`config.mk`:
```
export PLATFORM = sky130hd
export DESIGN_NAME = dct_block_sequencer_flat
export DESIGN_NICKNAME = d
export VERILOG_FILES = /design/src/rtl/dct_block_sequencer_pkg.sv /design/src/rtl/dct_block_sequencer_if.sv /design/src/rtl/dct_block_sequencer_coef_drain_reg.sv /design/src/rtl/dct_block_sequencer.sv /design/src/flat_wrapper.sv
export SDC_FILE = /design/constraint.sdc
export NUM_CORES = 1
export LEC_CHECK = 0
export ABC_AREA = 1
export CAP_MARGIN = 15
export CORE_UTILIZATION = 41
export DETAILED_ROUTE_END_ITERATION = 8
export PLACE_DENSITY = 0.66
export SETUP_SLACK_MARGIN = 0.1
export SYNTH_ARGS = -nofsm -noshare
export SYNTH_HDL_FRONTEND = slang
export SYNTH_SLANG_ARGS = --single-unit
export TNS_END_PERCENT = 30
```
`constraint.sdc`:
```
create_clock -name clk -period 4.4 [get_ports clk]
set_input_delay 0.88 -clock clk [delete_from_list [all_inputs] [get_ports clk]]
set_output_delay 0.88 -clock clk [all_outputs]
set_load 0.02 [all_outputs]
```
`src/rtl/dct_block_sequencer_pkg.sv`:
```
// Shared constants and types for the EEG DCT block sequencer.
package dct_block_sequencer_pkg;

  localparam int unsigned BLK_LEN  = 8;
  localparam int unsigned SAMP_W   = 8;
  localparam int unsigned COEF_W   = 12;
  localparam int unsigned IDX_W    = 3;
  localparam int unsigned CNT_W    = 4;
  localparam int unsigned BLKCNT_W = 16;

  typedef enum logic [1:0] {
    ST_FILL   = 2'd0,
    ST_LAUNCH = 2'd1,
    ST_WAIT   = 2'd2,
    ST_DRAIN  = 2'd3
  } state_e;

  typedef logic signed [SAMP_W-1:0] sample_t;
  typedef logic signed [COEF_W-1:0] coef_t;

  // One coefficient beat presented to the RLE encoder.
  typedef struct packed {
    logic             last;
    logic [IDX_W-1:0] idx;
    coef_t            coef;
  } coef_beat_t;

endpackage

```
`src/rtl/dct_block_sequencer_if.sv`:
```
// Sample-in and coefficient-out handshakes of the DCT block sequencer.
interface dct_block_sequencer_if;
  import dct_block_sequencer_pkg::*;

  logic             in_valid;
  logic             in_ready;
  sample_t          in_sample;
  logic             out_valid;
  logic             out_ready;
  coef_t            out_coef;
  logic [IDX_W-1:0] out_idx;
  logic             out_last;

  modport slave (
    input  in_valid, in_sample, out_ready,
    output in_ready, out_valid, out_coef, out_idx, out_last
  );

  modport master (
    output in_valid, in_sample, out_ready,
    input  in_ready, out_valid, out_coef, out_idx, out_last
  );

endinterface

```
`src/rtl/dct_block_sequencer_coef_drain_reg.sv`:
```
// Coefficient capture bank and serial valid/ready drain, in index order.
module coef_drain_reg
  import dct_block_sequencer_pkg::*;
(
  input  logic                     clk,
  input  logic                     rst_n,
  input  logic                     clr,
  input  logic                     capture,
  input  logic                     drain,
  input  logic [BLK_LEN*COEF_W-1:0] z,
  input  logic                     out_ready,
  output logic                     out_valid,
  output coef_t                    out_coef,
  output logic [IDX_W-1:0]         out_idx,
  output logic                     out_last,
  output logic                     done_c
);

  logic [BLK_LEN-1:0][COEF_W-1:0] coef_q;
  logic [IDX_W-1:0]               rd_ptr;
  logic [IDX_W-1:0]               rd_nxt;
  coef_beat_t                     beat_q;

  assign rd_nxt   = rd_ptr + IDX_W'(1);
  assign done_c   = out_valid && out_ready && beat_q.last;
  assign out_coef = beat_q.coef;
  assign out_idx  = beat_q.idx;
  assign out_last = beat_q.last;

  // Capture the whole DCT result in one cycle; layout matches dct_z.
  always_ff @(posedge clk or negedge rst_n) begin
    if (!rst_n) begin
      coef_q <= '0;
    end else if (capture) begin
      coef_q <= z;
    end
  end

  // Present coef[rd_ptr]; advance on each accepted beat, holding under stall.
  always_ff @(posedge clk or negedge rst_n) begin
    if (!rst_n) begin
      out_valid <= 1'b0;
      rd_ptr    <= '0;
      beat_q    <= '0;
    end else if (clr) begin
      out_valid <= 1'b0;
      rd_ptr    <= '0;
      beat_q    <= '0;
    end else if (capture) begin
      rd_ptr <= '0;
    end else if (drain) begin
      if (!out_valid) begin
        out_valid   <= 1'b1;
        beat_q.coef <= coef_t'(coef_q[rd_ptr]);
        beat_q.idx  <= rd_ptr;
        beat_q.last <= (rd_ptr == IDX_W'(BLK_LEN - 1));
      end else if (out_ready) begin
        if (beat_q.last) begin
          out_valid <= 1'b0;
          rd_ptr    <= '0;
        end else begin
          rd_ptr      <= rd_nxt;
          beat_q.coef <= coef_t'(coef_q[rd_nxt]);
          beat_q.idx  <= rd_nxt;
          beat_q.last <= (rd_nxt == IDX_W'(BLK_LEN - 1));
        end
      end
    end
  end

endmodule

```
`src/rtl/dct_block_sequencer.sv`:
```
// Assembles 8-sample blocks, sequences the DCT datapath and streams coefficients.
module dct_block_sequencer
  import dct_block_sequencer_pkg::*;
#(
  parameter int unsigned DCT_LAT = 3
) (
  input  logic                      clk,
  input  logic                      rst_n,
  input  logic                      clr,
  dct_block_sequencer_if.slave      bus,
  output logic                      dct_en,
  output logic                      dct_cs,
  output logic [BLK_LEN*SAMP_W-1:0] dct_x,
  input  logic [BLK_LEN*COEF_W-1:0] dct_z,
  output logic                      busy,
  output logic [BLKCNT_W-1:0]       blk_cnt
);

  state_e                         state;
  logic [IDX_W-1:0]               wr_ptr;
  logic [CNT_W-1:0]               wait_cnt;
  logic [BLK_LEN-1:0][SAMP_W-1:0] samp_buf;
  logic                           accept_c;
  logic                           capture_c;
  logic                           drain_c;
  logic                           done_c;

  assign accept_c  = bus.in_valid && bus.in_ready && (state == ST_FILL) && !clr;
  assign capture_c = (state == ST_WAIT) && (wait_cnt == '0) && !clr;
  assign drain_c   = (state == ST_DRAIN) && !clr;

  // Sample buffer is written only while filling, so dct_x is stable during the DCT.
  always_ff @(posedge clk or negedge rst_n) begin
    if (!rst_n) begin
      samp_buf <= '0;
    end else if (accept_c) begin
      samp_buf[wr_ptr] <= bus.in_sample;
    end
  end

  assign dct_x = samp_buf;

  // Block sequencing FSM with registered handshake and DCT controls.
  always_ff @(posedge clk or negedge rst_n) begin
    if (!rst_n) begin
      state        <= ST_FILL;
      wr_ptr       <= '0;
      wait_cnt     <= '0;
      bus.in_ready <= 1'b1;
      dct_en       <= 1'b0;
      dct_cs       <= 1'b0;
      busy         <= 1'b0;
      blk_cnt      <= '0;
    end else if (clr) begin
      state        <= ST_FILL;
      wr_ptr       <= '0;
      wait_cnt     <= '0;
      bus.in_ready <= 1'b1;
      dct_en       <= 1'b0;
      dct_cs       <= 1'b0;
      busy         <= 1'b0;
    end else begin
      case (state)
        ST_FILL: begin
          if (accept_c) begin
            wr_ptr <= wr_ptr + IDX_W'(1);
            if (wr_ptr == IDX_W'(BLK_LEN - 1)) begin
              state        <= ST_LAUNCH;
              bus.in_ready <= 1'b0;
              dct_en       <= 1'b1;
              dct_cs       <= 1'b1;
              busy         <= 1'b1;
            end
          end
        end
        ST_LAUNCH: begin
          wait_cnt <= CNT_W'(DCT_LAT - 1);
          state    <= ST_WAIT;
        end
        ST_WAIT: begin
          if (wait_cnt == '0) begin
            state  <= ST_DRAIN;
            dct_en <= 1'b0;
            dct_cs <= 1'b0;
          end else begin
            wait_cnt <= wait_cnt - CNT_W'(1);
          end
        end
        ST_DRAIN: begin
          if (done_c) begin
            state        <= ST_FILL;
            bus.in_ready <= 1'b1;
            busy         <= 1'b0;
            blk_cnt      <= blk_cnt + BLKCNT_W'(1);
          end
        end
        default: state <= ST_FILL;
      endcase
    end
  end

  coef_drain_reg u_drain (
    .clk       (clk),
    .rst_n     (rst_n),
    .clr       (clr),
    .capture   (capture_c),
    .drain     (drain_c),
    .z         (dct_z),
    .out_ready (bus.out_ready),
    .out_valid (bus.out_valid),
    .out_coef  (bus.out_coef),
    .out_idx   (bus.out_idx),
    .out_last  (bus.out_last),
    .done_c    (done_c)
  );

endmodule

```
`src/flat_wrapper.sv`:
```
// flat-port wrapper written by rule: the top's interface ports become plain ports
module dct_block_sequencer_flat import dct_block_sequencer_pkg::*;
#(
  parameter int unsigned DCT_LAT = 3
)
  (clk, rst_n, clr, dct_en, dct_cs, dct_x, dct_z, busy, blk_cnt, bus_in_valid, bus_in_sample, bus_out_ready, bus_in_ready, bus_out_valid, bus_out_coef, bus_out_idx, bus_out_last);
  dct_block_sequencer_if bus_i ();
  input  logic clk;
  input  logic rst_n;
  input  logic clr;
  output logic dct_en;
  output logic dct_cs;
  output logic [BLK_LEN*SAMP_W-1:0] dct_x;
  input  logic [BLK_LEN*COEF_W-1:0] dct_z;
  output logic busy;
  output logic [BLKCNT_W-1:0] blk_cnt;
  input wire logic [$bits(bus_i.in_valid)-1:0] bus_in_valid;
  input wire logic [$bits(bus_i.in_sample)-1:0] bus_in_sample;
  input wire logic [$bits(bus_i.out_ready)-1:0] bus_out_ready;
  output wire logic [$bits(bus_i.in_ready)-1:0] bus_in_ready;
  output wire logic [$bits(bus_i.out_valid)-1:0] bus_out_valid;
  output wire logic [$bits(bus_i.out_coef)-1:0] bus_out_coef;
  output wire logic [$bits(bus_i.out_idx)-1:0] bus_out_idx;
  output wire logic [$bits(bus_i.out_last)-1:0] bus_out_last;
  assign bus_i.in_valid = bus_in_valid;
  assign bus_i.in_sample = bus_in_sample;
  assign bus_i.out_ready = bus_out_ready;
  assign bus_in_ready = bus_i.in_ready;
  assign bus_out_valid = bus_i.out_valid;
  assign bus_out_coef = bus_i.out_coef;
  assign bus_out_idx = bus_i.out_idx;
  assign bus_out_last = bus_i.out_last;
  dct_block_sequencer #(.DCT_LAT(DCT_LAT)) u_core (.clk(clk), .rst_n(rst_n), .clr(clr), .bus(bus_i), .dct_en(dct_en), .dct_cs(dct_cs), .dct_x(dct_x), .dct_z(dct_z), .busy(busy), .blk_cnt(blk_cnt));
endmodule
```
=== After elaboration in Yosys (flattened, before gate mapping) ===
Cells that the tools add are included.

* $add $sub $neg: 4
* Magnitude comparators: 4
* Eq/ne operators: 14
* Multiplexer cells: 50
* Bitwise logic cells: 1
* Reduce and logical (&&, ||, !) cells: 31

{| class="wikitable"
|+ Operator list
! operator !! count
|-
| two-way mux 16 bit || 6
|-
| binary-select mux 12 bit (select 3 bit) || 2
|-
| bitwise mux 64 bit || 1
|-
| two-way mux 3 bit || 9
|-
| demux 8 bit (select 3 bit) || 1
|-
| two-way mux 12 bit || 2
|-
| nonzero test 3 bit || 6
|-
| adder 16 x 1 -> 16 bit (second input constant) || 1
|-
| two-way mux 1 bit || 16
|-
| AND reduction 4 bit || 4
|-
| inequality test 3 bit (second input constant) || 5
|-
| < comparator 3 x 4 -> 1 bit (second input constant) || 3
|-
| two-way mux 2 bit || 5
|-
| == test 3 bit (second input constant) || 3
|-
| logical AND 1 bit || 9
|-
| AND reduction 3 bit || 3
|-
| two-way mux 4 bit || 2
|-
| two-way mux 8 bit || 1
|-
| case mux 2 bit (4 select lines) || 1
|-
| case mux 4 bit (2 select lines) || 1
|-
| adder 3 x 1 -> 3 bit (second input constant) || 2
|-
| inequality test 3 x 2 -> 1 bit (second input constant) || 2
|-
| case mux 1 bit (2 select lines) || 3
|-
| AND reduction 2 bit || 3
|-
| 10 further kinds || 13
|}

* Flip-flop bits (word level): 208
* Input port bits: 109
* Output and inout bits: 101
* Logic and storage cells: 132

=== Logic depth before layout (Yosys ltp) ===
* Word-level depth: 9
* Depth in mapped cells: 14
* Gate-level depth less buffers: 11

=== Cells and area by module ===
From an unflattened synthesis, not the netlist that was laid out.

* Cells, all modules: 1345
* Area total of the unflattened synthesis: 10451.3 sq um

{| class="wikitable"
|+ Modules (own cells, without submodules)
! module !! times used !! cells an instance !! area an instance (sq um) !! seq. area each (sq um)
|-
| coef_drain_reg || 1 || 943 || 6406.1 || 2902.8
|-
| dct_block_sequencer || 1 || 402 || 4045.1 || 2303.5
|}

=== Least setup slack after synthesis ===
OpenSTA, ideal clock, no wires.

* Path kind: reg2reg
* From: reg u_core.u_drain.rd_ptr[0]
* To: reg u_core.u_drain.beat_q, in the netlist u_core.u_drain.out_coef[8]
* Library setup time: 0.077 ns
* Data arrival time: 2.054 ns
* Data required time: 4.323 ns
* Slack: 2.269 ns
* Stages on the path, launching flop included: 13
* Path buffers: 5
* Period minus slack after synthesis: 2.131 ns
* Cell sequence: dfrtp_1 buf_4 inv_2 buf_2 buf_2 ha_1 buf_2 inv_2 clkbuf_1 nand3_1 nand3_1 nand3_1 a21oi_1

* Word-level cells in the longest chain between the ends: 9
* Elaborated cells between the ends (all ways): 11
* Those cells by class: add/sub: 1; mux: 10

{| class="wikitable"
|+ Ends and longest elaborated chain
! what !! RTL line !! source
|-
| start: declaration || dct_block_sequencer_coef_drain_reg.sv:20 || <nowiki>logic [IDX_W-1:0] rd_ptr;</nowiki>
|-
| start signal: assignment || dct_block_sequencer_coef_drain_reg.sv:62 || <nowiki>rd_ptr <= rd_nxt;</nowiki>
|-
| adder 3 x 1 -> 3 bit || dct_block_sequencer_coef_drain_reg.sv:24 || <nowiki>assign rd_nxt = rd_ptr + IDX_W'(1);</nowiki>
|-
| binary-select mux 12 bit (select 3 bit) || dct_block_sequencer_coef_drain_reg.sv:63 || <nowiki>beat_q.coef <= coef_t'(coef_q[rd_nxt]);</nowiki>
|-
| two-way mux 12 bit (implied by the code) || dct_block_sequencer_coef_drain_reg.sv:63 ||
|-
| two-way mux 16 bit || dct_block_sequencer_coef_drain_reg.sv:58 || <nowiki>if (beat_q.last) begin</nowiki>
|-
| two-way mux 16 bit || dct_block_sequencer_coef_drain_reg.sv:57 || <nowiki>end else if (out_ready) begin</nowiki>
|-
| two-way mux 16 bit (*) || dct_block_sequencer_coef_drain_reg.sv:52 || <nowiki>if (!out_valid) begin</nowiki>
|-
| two-way mux 16 bit (*) || dct_block_sequencer_coef_drain_reg.sv:51 || <nowiki>end else if (drain) begin</nowiki>
|-
| two-way mux 16 bit (*) || dct_block_sequencer_coef_drain_reg.sv:49 || <nowiki>end else if (capture) begin</nowiki>
|-
| two-way mux 16 bit (*) || dct_block_sequencer_coef_drain_reg.sv:45 || <nowiki>end else if (clr) begin</nowiki>
|-
| end: declaration || dct_block_sequencer_coef_drain_reg.sv:22 || <nowiki>coef_beat_t beat_q;</nowiki>
|}

Every way passes the cells marked *; elsewhere a longest branch is shown, timed or not. The select of a mux whose other input is x is not followed.
A chain may end at the register's enable or synchronous reset.

=== Worst setup path in the final report ===
* From: reg u_core.u_drain.rd_ptr[1]
* To: reg u_core.u_drain.beat_q, in the netlist u_core.u_drain.out_coef[2]

The elaborated chain is that of the path after synthesis.

==> out/qor.yml <==
ff2ff_path_depth: 6
synth_area_per_cell_um2: 7.80
rsz0062_at_grt: "false"
drcViolationCount: 0
clockBufferDepth: 3
die-width_um: 162
synthTopCellsByCount: "465 x nand2_1, 207 x dfrtp_1, 170 x o21ai_0, 155 x nand3_1, 130 x inv_1"
sw_frac_of_total_pct: 40.8
dp_slack_ns: 1.25
skew_ns: 0.0148
timing.final.ws_setup_ns: 1.45
combPwrFrac_pct: 40.7
syn_nets: 1462
clockRootBuffer: "clkbuf_16"
slowest_stage: "ha_1"
yosysUniqueCellTypes: 31
critPathArrivalTime_ns: 3.35
dr.pass1.iters: 5
tritoncts: "done"
p_int_uw: 5010
initial_core_util_pct: 41.6
post_cts_resized: 0
dieArea_mm2: 0.0261
clk_pin_slew_worst_paths_ns: 0.06
synth-edff-count: 0
gr-total-overflow: 0
crit_path_max_incr_delay_ns: 1.10
dp_hpwl_mm: 20.6
groute.usage.overall_pct: 23.3
power_uw: 8470
finalInstanceArea_mm2: 0.0135
yosysMostFrequentCell: "nand2_1"
cp_cell_sequence: "ha_1 > inv_2 > nand3_1 > nand3_1 > nand3_1 > a21oi_1"
ant_nets: 0
grt_pass1_vias: 9169
critPathKind: "reg -> reg"
max-slew-margin-rel_pct: 31.7
finalHoldViolations: 0
clkSinkCount: 208
startpoint_type: "flip-flop"
ys_ff_latch: 208
vdd_drop_max_v: 0.000430
coreArea_mm2: 0.0251
period_share_pct: 67.0
pwr-share-clk_pct: 24.6
drtIter0Drc: 773
holdBufCountCts: 0
synth.largest_area_cell: "dfrtp_1"
synth-async-reset-ratio_pct: 100
postLayoutCoreUtil_pct: 53.6
p_switching_uw: 3460
worstMarginPinSlew_ns: 1.02
tns_ns: 0
maxCapViolations: 0
period_minus_slack_ns: 2.95
crit_top_cell: "nand3_1"
max_freq_mhz: 339
wire_per_inst_um: 16.0
final-setup-viol-count: 0
htreeDepth: 1
viasPerCell: 5.00
synthTopCellsByArea: "dfrtp_1 50%, nand2_1 17%, o21ai_0 8.1%"
crit_buf_inv: 1
crit_cells: 6
hp-class: "in -> async"
grt_first_pass_wirelength_mm: 48.1
p_leak_uw: 0.00623
drive_gt1_share_pct: 5.61
r2r-start: "u_core.u_drain.rd_ptr[1]"
drv_slew: 0
netlist_instances: 1340
yosysSeqAreaShare_pct: 49.8
status: "finished, final reports clean"
rows: 58
numPortBuffers: 209
numCtsBuffers: 24
crit_family: "adder cells"
synth_top_area_share_pct: 49.6
io_pins: 210
antenna_found_initial: 0
p_seq_share_pct: 34.8
routabilityCongestion: 0.843
worstSetupEndpointType: "flip-flop"
die_y_um: 162
worstPathRequired_ns: 4.80
antenna_cells: 0
crit_fanout: 25
placedInstanceArea_mm2: 0.0126
grt_start_max_net_pins: 113
yosysWarnings: 0
post_cts_buffers: 0
drt_wl_total_mm: 29.7
power_density_mw_per_mm2: 630
vias: 9301
fin_nets: 1637
r2r-end: "u_core.u_drain.out_coef[2]"
syn_area_mm2: 0.0104
areaGrowthSynthToFinish_pct: 28.8
r2r_setup_slack_ns: 1.45
yosys_most_used_dff: "dfrtp_1"
insertion_delay_ns: 0.52
-- placed cells by master, fill, tap and decap left out, types with 10 or more instances in the layout --
cell type,instances
nand2_1,465
dfrtp_1,206
o21ai_1,10
nand3_1,155
ha_1,13
nor2_1,46
inv_1,130
clkdlybuf4s50_1,208
a21oi_1,15
clkbuf_16,24
o21ai_0,170
-- state kept, by name, indices dropped and copies added, names as in the netlist --
name and flops:
u_core.u_drain.out_last 1, u_core.u_drain.out_valid 1, u_core.u_drain.out_coef 12, u_core.u_drain.out_idx 3, u_core.blk_cnt 16, u_core.dct_x 64
u_core.state 2, u_core.wr_ptr 3, u_core.bus.in_ready 1, u_core.busy 1, u_core.wait_cnt 4, u_core.u_drain.rd_ptr 3
u_core.u_drain.coef_q 96, u_core.dct_en 1
-- worst reg2reg max path, delay by kind of cell (launching register included) --
kind / cells / cell delay [ns]
AO/OA/AOI/OAI: 1 / 0.07
adder cells (fa/ha/maj): 1 / 1.10
flip-flops: 1 / 0.62
buffers and inverters: 1 / 0.51
AND/OR/NAND/NOR: 3 / 0.53
-- logic make-up (layout without fill, tap and decap cells) --
logic type / count (synthesis) / in the layout / share of synthesized area (%)
XOR/XNOR: 12 / 12 / 1.01
AO/OA/AOI/OAI: 199 / 199 / 9.62
flip-flops: 208 / 208 / 49.8
AND/OR/NAND/NOR: 699 / 699 / 28.9
buffers and inverters: 209 / 401 / 9.14
adder cells (fa/ha/maj): 13 / 13 / 1.56
-- worst max path at each step --
stage                                        start                          to  slack, ns
after floorplan           u_core.u_drain.rd_ptr[0]  u_core.u_drain.out_coef[8]       2.27
after global placement                         clr          u_core.wait_cnt[2]       1.30
after global routing      u_core.u_drain.rd_ptr[0]  u_core.u_drain.out_coef[0]       1.21
final                     u_core.u_drain.rd_ptr[1]  u_core.u_drain.out_coef[2]       1.45
after detailed placement                       clr          u_core.wait_cnt[2]       1.25
after CTS                 u_core.u_drain.rd_ptr[0]  u_core.u_drain.out_coef[1]       1.46
-- routing by layer --
layer,track usage (%),share of wire [%]
met4,5.57,1.9
met5,0,0
met1,32.1,45
met2,37.4,46
met3,5.06,7.3
-- cell type report --
| class | instances | area, µm² |
|---|---|---|
| clock buffers | 32 | 671 |
| clock inverters | 11 | 154 |
| fillers | 2386 | 11700 |
| inverters | 139 | 529 |
| multi-input cells | 923 | 4290 |
| flip-flops and latches | 208 | 5210 |
| well taps | 330 | 413 |
| repair buffers | 219 | 2200 |
-- power by group through the flow --
stage	registers, µW	clock network, µW	logic, µW
2_1_floorplan	3010	0	2170
3_3_place_gp	2960	0	3380
3_5_place_dp	2960	0	3430
4_1_cts	2940	2120	3440
5_1_grt	3020	2200	3880
6_report	2950	2080	3450
-- per-stage QoR --
| stage | cells | hold WS [ns] |
|---|---|---|
| final | 1862 | 0.442 |
| after global routing | 1862 | 0.506 |
| after CTS | 1862 | 0.488 |
| after detailed placement | 1819 | 0.473 |
| after global placement | 1819 | 0.466 |
| after floorplan | 1340 | 0.464 |
No activity file was read; power rests on OpenSTA's default activity.
